===== src/rtl/vga_scan_timing_if.sv =====
// Renderer-facing scan coordinates, returned pixel word and the physical VGA pins.
interface vga_scan_timing_if;
  logic [8:0]  x;
  logic [8:0]  y;
  logic        frame_start;
  logic [15:0] pixel_data;
  logic [4:0]  vga_r;
  logic [5:0]  vga_g;
  logic [4:0]  vga_b;
  logic        vga_hsync_n;
  logic        vga_vsync_n;
  logic        vga_blank_n;

  modport master (
    output x, y, frame_start,
    output vga_r, vga_g, vga_b, vga_hsync_n, vga_vsync_n, vga_blank_n,
    input  pixel_data
  );

  modport slave (
    input  x, y, frame_start,
    input  vga_r, vga_g, vga_b, vga_hsync_n, vga_vsync_n, vga_blank_n,
    output pixel_data
  );
endinterface


===== src/rtl/vga_scan_timing.sv =====
// VGA scan timing generator: counters feed the renderer, delayed sync/blank
// re-align with the returned pixel word at the output register.
module vga_scan_timing #(
  parameter int H_VISIBLE  = 640,
  parameter int H_FRONT    = 16,
  parameter int H_SYNC     = 96,
  parameter int H_BACK     = 48,
  parameter int V_VISIBLE  = 480,
  parameter int V_FRONT    = 10,
  parameter int V_SYNC     = 2,
  parameter int V_BACK     = 33,
  parameter int PIPE_DELAY = 1
) (
  input  logic              clk,
  input  logic              rst,
  vga_scan_timing_if.master bus
);
  localparam int H_TOTAL  = H_VISIBLE + H_FRONT + H_SYNC + H_BACK;
  localparam int V_TOTAL  = V_VISIBLE + V_FRONT + V_SYNC + V_BACK;
  localparam int HS_START = H_VISIBLE + H_FRONT;
  localparam int HS_END   = HS_START + H_SYNC;
  localparam int VS_START = V_VISIBLE + V_FRONT;
  localparam int VS_END   = VS_START + V_SYNC;

  logic [9:0] hcnt_q, hcnt_d;
  logic [9:0] vcnt_q, vcnt_d;
  logic       active_raw, hs_raw, vs_raw, frame_start_d;

  logic [PIPE_DELAY-1:0] active_q, hs_q, vs_q;
  logic [PIPE_DELAY:0]   active_sr_d, hs_sr_d, vs_sr_d;

  logic [4:0] r_q, r_d;
  logic [5:0] g_q, g_d;
  logic [4:0] b_q, b_d;
  logic       blank_n_q, hsync_n_q, vsync_n_q, frame_start_q;

  always_comb begin
    hcnt_d = hcnt_q + 10'd1;
    vcnt_d = vcnt_q;
    if (hcnt_q == 10'(H_TOTAL - 1)) begin
      hcnt_d = '0;
      vcnt_d = (vcnt_q == 10'(V_TOTAL - 1)) ? '0 : vcnt_q + 10'd1;
    end
  end

  assign active_raw    = (hcnt_q < 10'(H_VISIBLE)) && (vcnt_q < 10'(V_VISIBLE));
  assign hs_raw        = (hcnt_q >= 10'(HS_START)) && (hcnt_q < 10'(HS_END));
  assign vs_raw        = (vcnt_q >= 10'(VS_START)) && (vcnt_q < 10'(VS_END));
  assign frame_start_d = (hcnt_q == '0) && (vcnt_q == '0);

  // Stage boundary: raw controls shift PIPE_DELAY deep to match renderer latency
  always_comb begin
    active_sr_d = {active_q, active_raw};
    hs_sr_d     = {hs_q, hs_raw};
    vs_sr_d     = {vs_q, vs_raw};
  end

  // Stage boundary: output register, colour forced to zero outside the window
  always_comb begin
    r_d = '0;
    g_d = '0;
    b_d = '0;
    if (active_q[PIPE_DELAY-1]) begin
      r_d = bus.pixel_data[15:11];
      g_d = bus.pixel_data[10:5];
      b_d = bus.pixel_data[4:0];
    end
  end

  always_ff @(posedge clk) begin
    if (rst) begin
      hcnt_q        <= '0;
      vcnt_q        <= '0;
      active_q      <= '0;
      hs_q          <= '0;
      vs_q          <= '0;
      r_q           <= '0;
      g_q           <= '0;
      b_q           <= '0;
      blank_n_q     <= 1'b0;
      hsync_n_q     <= 1'b1;
      vsync_n_q     <= 1'b1;
      frame_start_q <= 1'b0;
    end else begin
      hcnt_q        <= hcnt_d;
      vcnt_q        <= vcnt_d;
      active_q      <= active_sr_d[PIPE_DELAY-1:0];
      hs_q          <= hs_sr_d[PIPE_DELAY-1:0];
      vs_q          <= vs_sr_d[PIPE_DELAY-1:0];
      r_q           <= r_d;
      g_q           <= g_d;
      b_q           <= b_d;
      blank_n_q     <= active_q[PIPE_DELAY-1];
      hsync_n_q     <= ~hs_q[PIPE_DELAY-1];
      vsync_n_q     <= ~vs_q[PIPE_DELAY-1];
      frame_start_q <= frame_start_d;
    end
  end

  assign bus.x           = hcnt_q[9:1];
  assign bus.y           = vcnt_q[9:1];
  assign bus.frame_start = frame_start_q;
  assign bus.vga_r       = r_q;
  assign bus.vga_g       = g_q;
  assign bus.vga_b       = b_q;
  assign bus.vga_blank_n = blank_n_q;
  assign bus.vga_hsync_n = hsync_n_q;
  assign bus.vga_vsync_n = vsync_n_q;
endmodule

===== src/flat_wrapper.sv =====
// flat-port wrapper written by rule: the top's interface ports become plain ports
module vga_scan_timing_flat 
#(
  parameter int H_VISIBLE  = 640,
  parameter int H_FRONT    = 16,
  parameter int H_SYNC     = 96,
  parameter int H_BACK     = 48,
  parameter int V_VISIBLE  = 480,
  parameter int V_FRONT    = 10,
  parameter int V_SYNC     = 2,
  parameter int V_BACK     = 33,
  parameter int PIPE_DELAY = 1
)
  (clk, rst, bus_x, bus_y, bus_frame_start, bus_vga_r, bus_vga_g, bus_vga_b, bus_vga_hsync_n, bus_vga_vsync_n, bus_vga_blank_n, bus_pixel_data);
  vga_scan_timing_if bus_i ();
  input  logic clk;
  input  logic rst;
  output wire logic [$bits(bus_i.x)-1:0] bus_x;
  output wire logic [$bits(bus_i.y)-1:0] bus_y;
  output wire logic [$bits(bus_i.frame_start)-1:0] bus_frame_start;
  output wire logic [$bits(bus_i.vga_r)-1:0] bus_vga_r;
  output wire logic [$bits(bus_i.vga_g)-1:0] bus_vga_g;
  output wire logic [$bits(bus_i.vga_b)-1:0] bus_vga_b;
  output wire logic [$bits(bus_i.vga_hsync_n)-1:0] bus_vga_hsync_n;
  output wire logic [$bits(bus_i.vga_vsync_n)-1:0] bus_vga_vsync_n;
  output wire logic [$bits(bus_i.vga_blank_n)-1:0] bus_vga_blank_n;
  input wire logic [$bits(bus_i.pixel_data)-1:0] bus_pixel_data;
  assign bus_x = bus_i.x;
  assign bus_y = bus_i.y;
  assign bus_frame_start = bus_i.frame_start;
  assign bus_vga_r = bus_i.vga_r;
  assign bus_vga_g = bus_i.vga_g;
  assign bus_vga_b = bus_i.vga_b;
  assign bus_vga_hsync_n = bus_i.vga_hsync_n;
  assign bus_vga_vsync_n = bus_i.vga_vsync_n;
  assign bus_vga_blank_n = bus_i.vga_blank_n;
  assign bus_i.pixel_data = bus_pixel_data;
  vga_scan_timing #(.H_VISIBLE(H_VISIBLE), .H_FRONT(H_FRONT), .H_SYNC(H_SYNC), .H_BACK(H_BACK), .V_VISIBLE(V_VISIBLE), .V_FRONT(V_FRONT), .V_SYNC(V_SYNC), .V_BACK(V_BACK), .PIPE_DELAY(PIPE_DELAY)) u_core (.clk(clk), .rst(rst), .bus(bus_i));
endmodule

===== config.mk =====
export PLATFORM = sky130hd
export DESIGN_NAME = vga_scan_timing_flat
export DESIGN_NICKNAME = d
export VERILOG_FILES = /design/src/rtl/vga_scan_timing_if.sv /design/src/rtl/vga_scan_timing.sv /design/src/flat_wrapper.sv
export SDC_FILE = /design/constraint.sdc
export NUM_CORES = 1
export LEC_CHECK = 0
export ABC_CLOCK_PERIOD_IN_PS = 2850
export CAP_MARGIN = 20
export CORE_AREA = 4 4 60 62
export DETAILED_ROUTE_END_ITERATION = 8
export DIE_AREA = 0 0 64 66
export DONT_BUFFER_PORTS = 1
export PLACE_DENSITY = 0.75
export SLEW_MARGIN = 20
export SYNTH_ARGS = -nofsm -noshare
export SYNTH_HDL_FRONTEND = slang
export SYNTH_SLANG_ARGS = --single-unit

===== constraint.sdc =====
create_clock -name clk -period 2.85 [get_ports clk]
set_clock_uncertainty 0.1 [all_clocks]
set_input_delay 0.285 -clock clk [delete_from_list [all_inputs] [get_ports clk]]
set_output_delay 0.285 -clock clk [all_outputs]
set_load 0.05 [all_outputs]

Yosys cells after proc, flatten, opt, wreduce, memory -nomap -nowiden
Cells that the tools add are included.
- register bits: 43
- bits of input ports: 18
- logic and storage cells: 34
- $add $sub $neg: 2
- order comparisons: 6
- eq/ne operators: 2
- mux-type cells: 1
- bitwise logic cells: 3
- reduce and logical (&&, ||, !) cells: 8
- operator list (kind ; number):
    adder 10 x 1 -> 10 bit (second input constant) ; 2
    equality test 10 bit (second input constant) ; 2
    logical NOT 10 bit ; 2
    less-than comparator 10 bit (second input constant) ; 2
    less-than comparator 10 x 9 -> 1 bit (second input constant) ; 2
    greater-or-equal comparator 10 bit (second input constant) ; 1
    greater-or-equal comparator 10 x 9 -> 1 bit (second input constant) ; 1
    two-way mux 10 bit ; 1
    logical AND 1 bit ; 4
    OR reduction 2 bit ; 2
    NOT 1 bit ; 3

Longest topological paths before layout
- depth in word-level cells: 2
- gate-level depth with buffers: 6

Least setup slack after synthesis
OpenSTA, ideal clock, no wires.
- kind: reg-to-reg
- start point: register u_core.hcnt_q[5]
- end point: register u_core.vcnt_q[9]
- library setup time: 67 ps
- arrival time: 1964 ps
- path slack: 720 ps
- stages on the path, launching flop included: 6
- path buffers: 1
- period minus slack after synthesis: 2130 ps
- cells stage by stage: dfxtp_1 -> buf_6 -> or3_4 -> or4_4 -> or4_4 -> a21oi_2
- word-level cells in the longest chain between the ends: 1
- RTL lines (what ; RTL line ; text):
    start: declaration ; vga_scan_timing.sv:25 ; logic [9:0] hcnt_q, hcnt_d;
    start signal: assignment ; vga_scan_timing.sv:85 ; hcnt_q <= hcnt_d;
    equality test 10 bit ; vga_scan_timing.sv:40 ; if (hcnt_q == 10'(H_TOTAL - 1)) begin
    end signal: assignment ; vga_scan_timing.sv:86 ; vcnt_q <= vcnt_d;
    end: declaration ; vga_scan_timing.sv:26 ; logic [9:0] vcnt_q, vcnt_d;
Every way passes these cells.
A chain may end at the register's enable or synchronous reset.

Worst setup path in the final report
- start point: register u_core.vcnt_q[1]
- end point: register u_core.vcnt_q[4]
- word-level cells in the longest chain between the ends: 2
- elaborated cells between the ends (all ways): 3
- those cells by class: add/sub (1); eq/ne (1); mux (1)
- RTL lines (what ; RTL line ; text):
    adder 10 x 1 -> 10 bit / equality test 10 bit (equally long branches) ; vga_scan_timing.sv:42 ; vcnt_d = (vcnt_q == 10'(V_TOTAL - 1)) ? '0 : vcnt_q + 10'd1;
    two-way mux 10 bit * ; vga_scan_timing.sv:42 ;
Mark *: on every way between the ends. The rest lies on a longest branch, timed or not.

==> results.sh <==
export IMPL_drc=0
export IMPL_synthCells=192
export IMPL_reg2reg_to="u_core.vcnt_q[4]"
export IMPL_fin_setup_tns_ps=0
export IMPL_cts_buffer_depth=2
export IMPL_synth_top_area_share_pct=47.3
export IMPL_critical_path_class="register to register"
export IMPL_synth_area_per_cell_um2=9.48
export IMPL_ys_seq_area_share_pct=47.3
export IMPL_wire_per_inst_um=15.1
export IMPL_via_per_inst=5.24
export IMPL_slowest_delay_ps=690
export IMPL_initial_core_util_pct=60.1
export IMPL_fp_dieW_um=64
export IMPL_grt_pass1_vias=1291
export IMPL_overflow=0
export IMPL_startpoint_type="register"
export IMPL_synth_simple_gate_area_share_pct=26.7
export IMPL_powerDensity_nw_per_um2=542
export IMPL_cts_inserted_buffers=5
export IMPL_hpwl_um=2720
export IMPL_r2r_slack_ps=600
export IMPL_num_antenna_cells=0
export IMPL_tritoncts="done"
export IMPL_placed_cells=225
export IMPL_critical_path_startpoint="u_core.vcnt_q[1]"
export IMPL_drv_cap=0
export IMPL_yosysMostFrequentCell="dfxtp_1"
export IMPL_synth_area_um2=1820
export IMPL_post_cts_buffers=0
export IMPL_min_period_ps=2250
export IMPL_synth_seq_cells=43
export IMPL_hold_slack_ps=24.7
export IMPL_cp_data_arrival_time_ps=2380
export IMPL_layout_drive_gt1_share_pct=13.6
export IMPL_die_area_um2=4220
export IMPL_relSlewSlack_pct=48.6
export IMPL_stdcell_count=250
export IMPL_fin_ws_ps=605
export IMPL_final_nets=228
export IMPL_endpoint="u_core.vcnt_q[4]"
export IMPL_antenna_found_initial=0
export IMPL_synth_commonest_cells="dfxtp_1, nor2_1, buf_4, and2_1, xnor2_1"
export IMPL_ios=56
export IMPL_final_core_util_pct=67.9
export IMPL_gp_congestion=0.797
export IMPL_p_leak_nw=0.770
export IMPL_rsz0062_at_grt="false"
export IMPL_synth_top_area_cell="dfxtp_1"
export IMPL_synth_mux_area_share_pct=0.550
export IMPL_synth_top_family_by_area="simple AND/OR/NAND/NOR gates"
export IMPL_fin_crit_sh_pct=78.8
export IMPL_die_h_um=66
export IMPL_synth_compound_area_share_pct=3.16
export IMPL_synth_main_ff_cell="dfxtp_1"
export IMPL_ir_drop_uv=389
export IMPL_clock_latency_ps=360
export IMPL_core_area_um2=3030
export IMPL_drt_wl_total_um=3780
export IMPL_grt_max_degree=18
export IMPL_status="finished, final reports clean"
export IMPL_path_max_fanout=10
export IMPL_r2r_start="u_core.vcnt_q[1]"
export IMPL_crit_required_ps=2980
export IMPL_ant_nets=0
export IMPL_cp_end_kind="register"
export IMPL_cp_cell_sequence="inv_1, ha_1, nor3b_1, nand3b_1, o41ai_4, nor2_1"
export IMPL_num_rows=20
export IMPL_vias=1311
export IMPL_yosysUniqueCellTypes=33
export IMPL_cts_root_buf="clkbuf_4"
export IMPL_ys_top_cells_by_area="dfxtp_1, buf_4, xnor2_1"
export IMPL_ctsResizeCount=0
export IMPL_yosysWarnings=0
export IMPL_htree_num_levels=2
export IMPL_rr_worst_depth=6
export IMPL_gr_usage_all_layers_pct=18.8
export IMPL_worst_pin_slew_ps=769
export IMPL_setup_viol=0
export IMPL_hp_class="input port to register"
export IMPL_async_reset_ff_share_pct=0
export IMPL_slowest_stage="o41ai_4"
export IMPL_port_buffers=0
export IMPL_fin_area_um2=2050
export IMPL_synth_xor_area_share_pct=7.70
export IMPL_slew_violations=0
export IMPL_areaGrowthSynthToFinish_pct=12.9
export IMPL_hold_viol=0
export IMPL_detailed_place_area_um2=1800
export IMPL_p_total_mw=1.11
export IMPL_clk_pin_slew_ps=130
export IMPL_synth_adder_area_share_pct=3.44
export IMPL_synth_edf_count=0
export IMPL_cts_sinks=43
export IMPL_dp_worst_setup_slack_ps=626
export IMPL_fmax_mhz=445
export IMPL_first_pass_iters=4
export IMPL_synth_nets=215
export IMPL_grt_pass1_wl_um=5970
export IMPL_dr_first_iter_drc_count=126
[critical path, delay by kind of cell, from the launching register on]
| kind | cells | cell delay (ps) |
|---|---|---|
| buffers and inverters | 1 | 160 |
| AND/OR/NAND/NOR | 3 | 440 |
| AO/OA/AOI/OAI | 1 | 690 |
| flip-flops | 1 | 570 |
| adder cells (fa/ha/maj) | 1 | 150 |
[final cells by class]
cell class                 instances  area, µm²
tap                               44       55.1
clock buffer                       5       37.5
multi-input combinational        116        756
timing repair buffer              30        268
clock inverter                     3       43.8
inverter                           9       33.8
sequential                        43        861
fill                             239        973
[layer usage]
metal  vias up  wire length [µm]  global-route usage, %
li1        641                 -                      -
met1       612              1450                   19.2
met2        48              1980                   33.7
met3        10               263                   7.48
met4         0                80                   8.09
met5         -                 0                      0
[repair_timing]
action | 4_1_cts | 5_1_grt
hold endpoints to repair | 19 | 0
hold buffers | 17 | 0
endpoints found under the setup margin | 0 | 0
[placed cells by master (no fill, tap or decap), types with 2 or more instances in the layout]
cell type      synthesis  final
nor2_1                24     24
nand3_1                7      7
dfxtp_1               43     43
nor4_1                 7      7
xor2_1                 2      2
nand2_1                8      8
or4_4                  2      2
buf_4                 18     13
xnor2_1               14     14
nor3_1                 9      9
dlygate4sd3_1          0     17
inv_1                  9      9
clkbuf_4               0      5
and2_1                16     16
nand4_1                6      6
ha_1                   5      5
[power breakdown]
part / internal [mW] / total, mW / switching, mW
combinational: 0.0315 / 0.0636 / 0.0321
clock: 0.185 / 0.385 / 0.200
sequential: 0.617 / 0.664 / 0.0476
[registers in the layout (all words and copies together) (netlist names)]
register / flops
u_core.hcnt_q: 10
u_core.vcnt_q: 10
u_core.bus.vga_g: 6
u_core.bus.vga_b: 5
u_core.bus.vga_r: 5
u_core.active_q: 1
u_core.bus.frame_start: 1
u_core.bus.vga_blank_n: 1
u_core.bus.vga_hsync_n: 1
u_core.bus.vga_vsync_n: 1
u_core.hs_q: 1
u_core.vs_q: 1
[worst min-delay path by stage]
stage | to | cells past startpoint | from | slack [ps]
finish | u_core.bus.vga_hsync_n | 2 | rst | 20
floorplan | u_core.bus.vga_hsync_n | 1 | u_core.hs_q | 250
detailed placement | u_core.bus.vga_vsync_n | 1 | u_core.vs_q | 260
global route | u_core.bus.frame_start | 3 | rst | 10
global placement | u_core.hcnt_q[6] | 1 | rst | 260
CTS | u_core.bus.vga_vsync_n | 2 | rst | 20
[logic make-up after synthesis]
family          Yosys count
compound gates            5
flops                    43
buf+inv                  33
fa+ha+maj                 5
simple gates             89
mux                       1
xor+xnor                 16
Note: power is estimated with default switching activity, not from simulation.
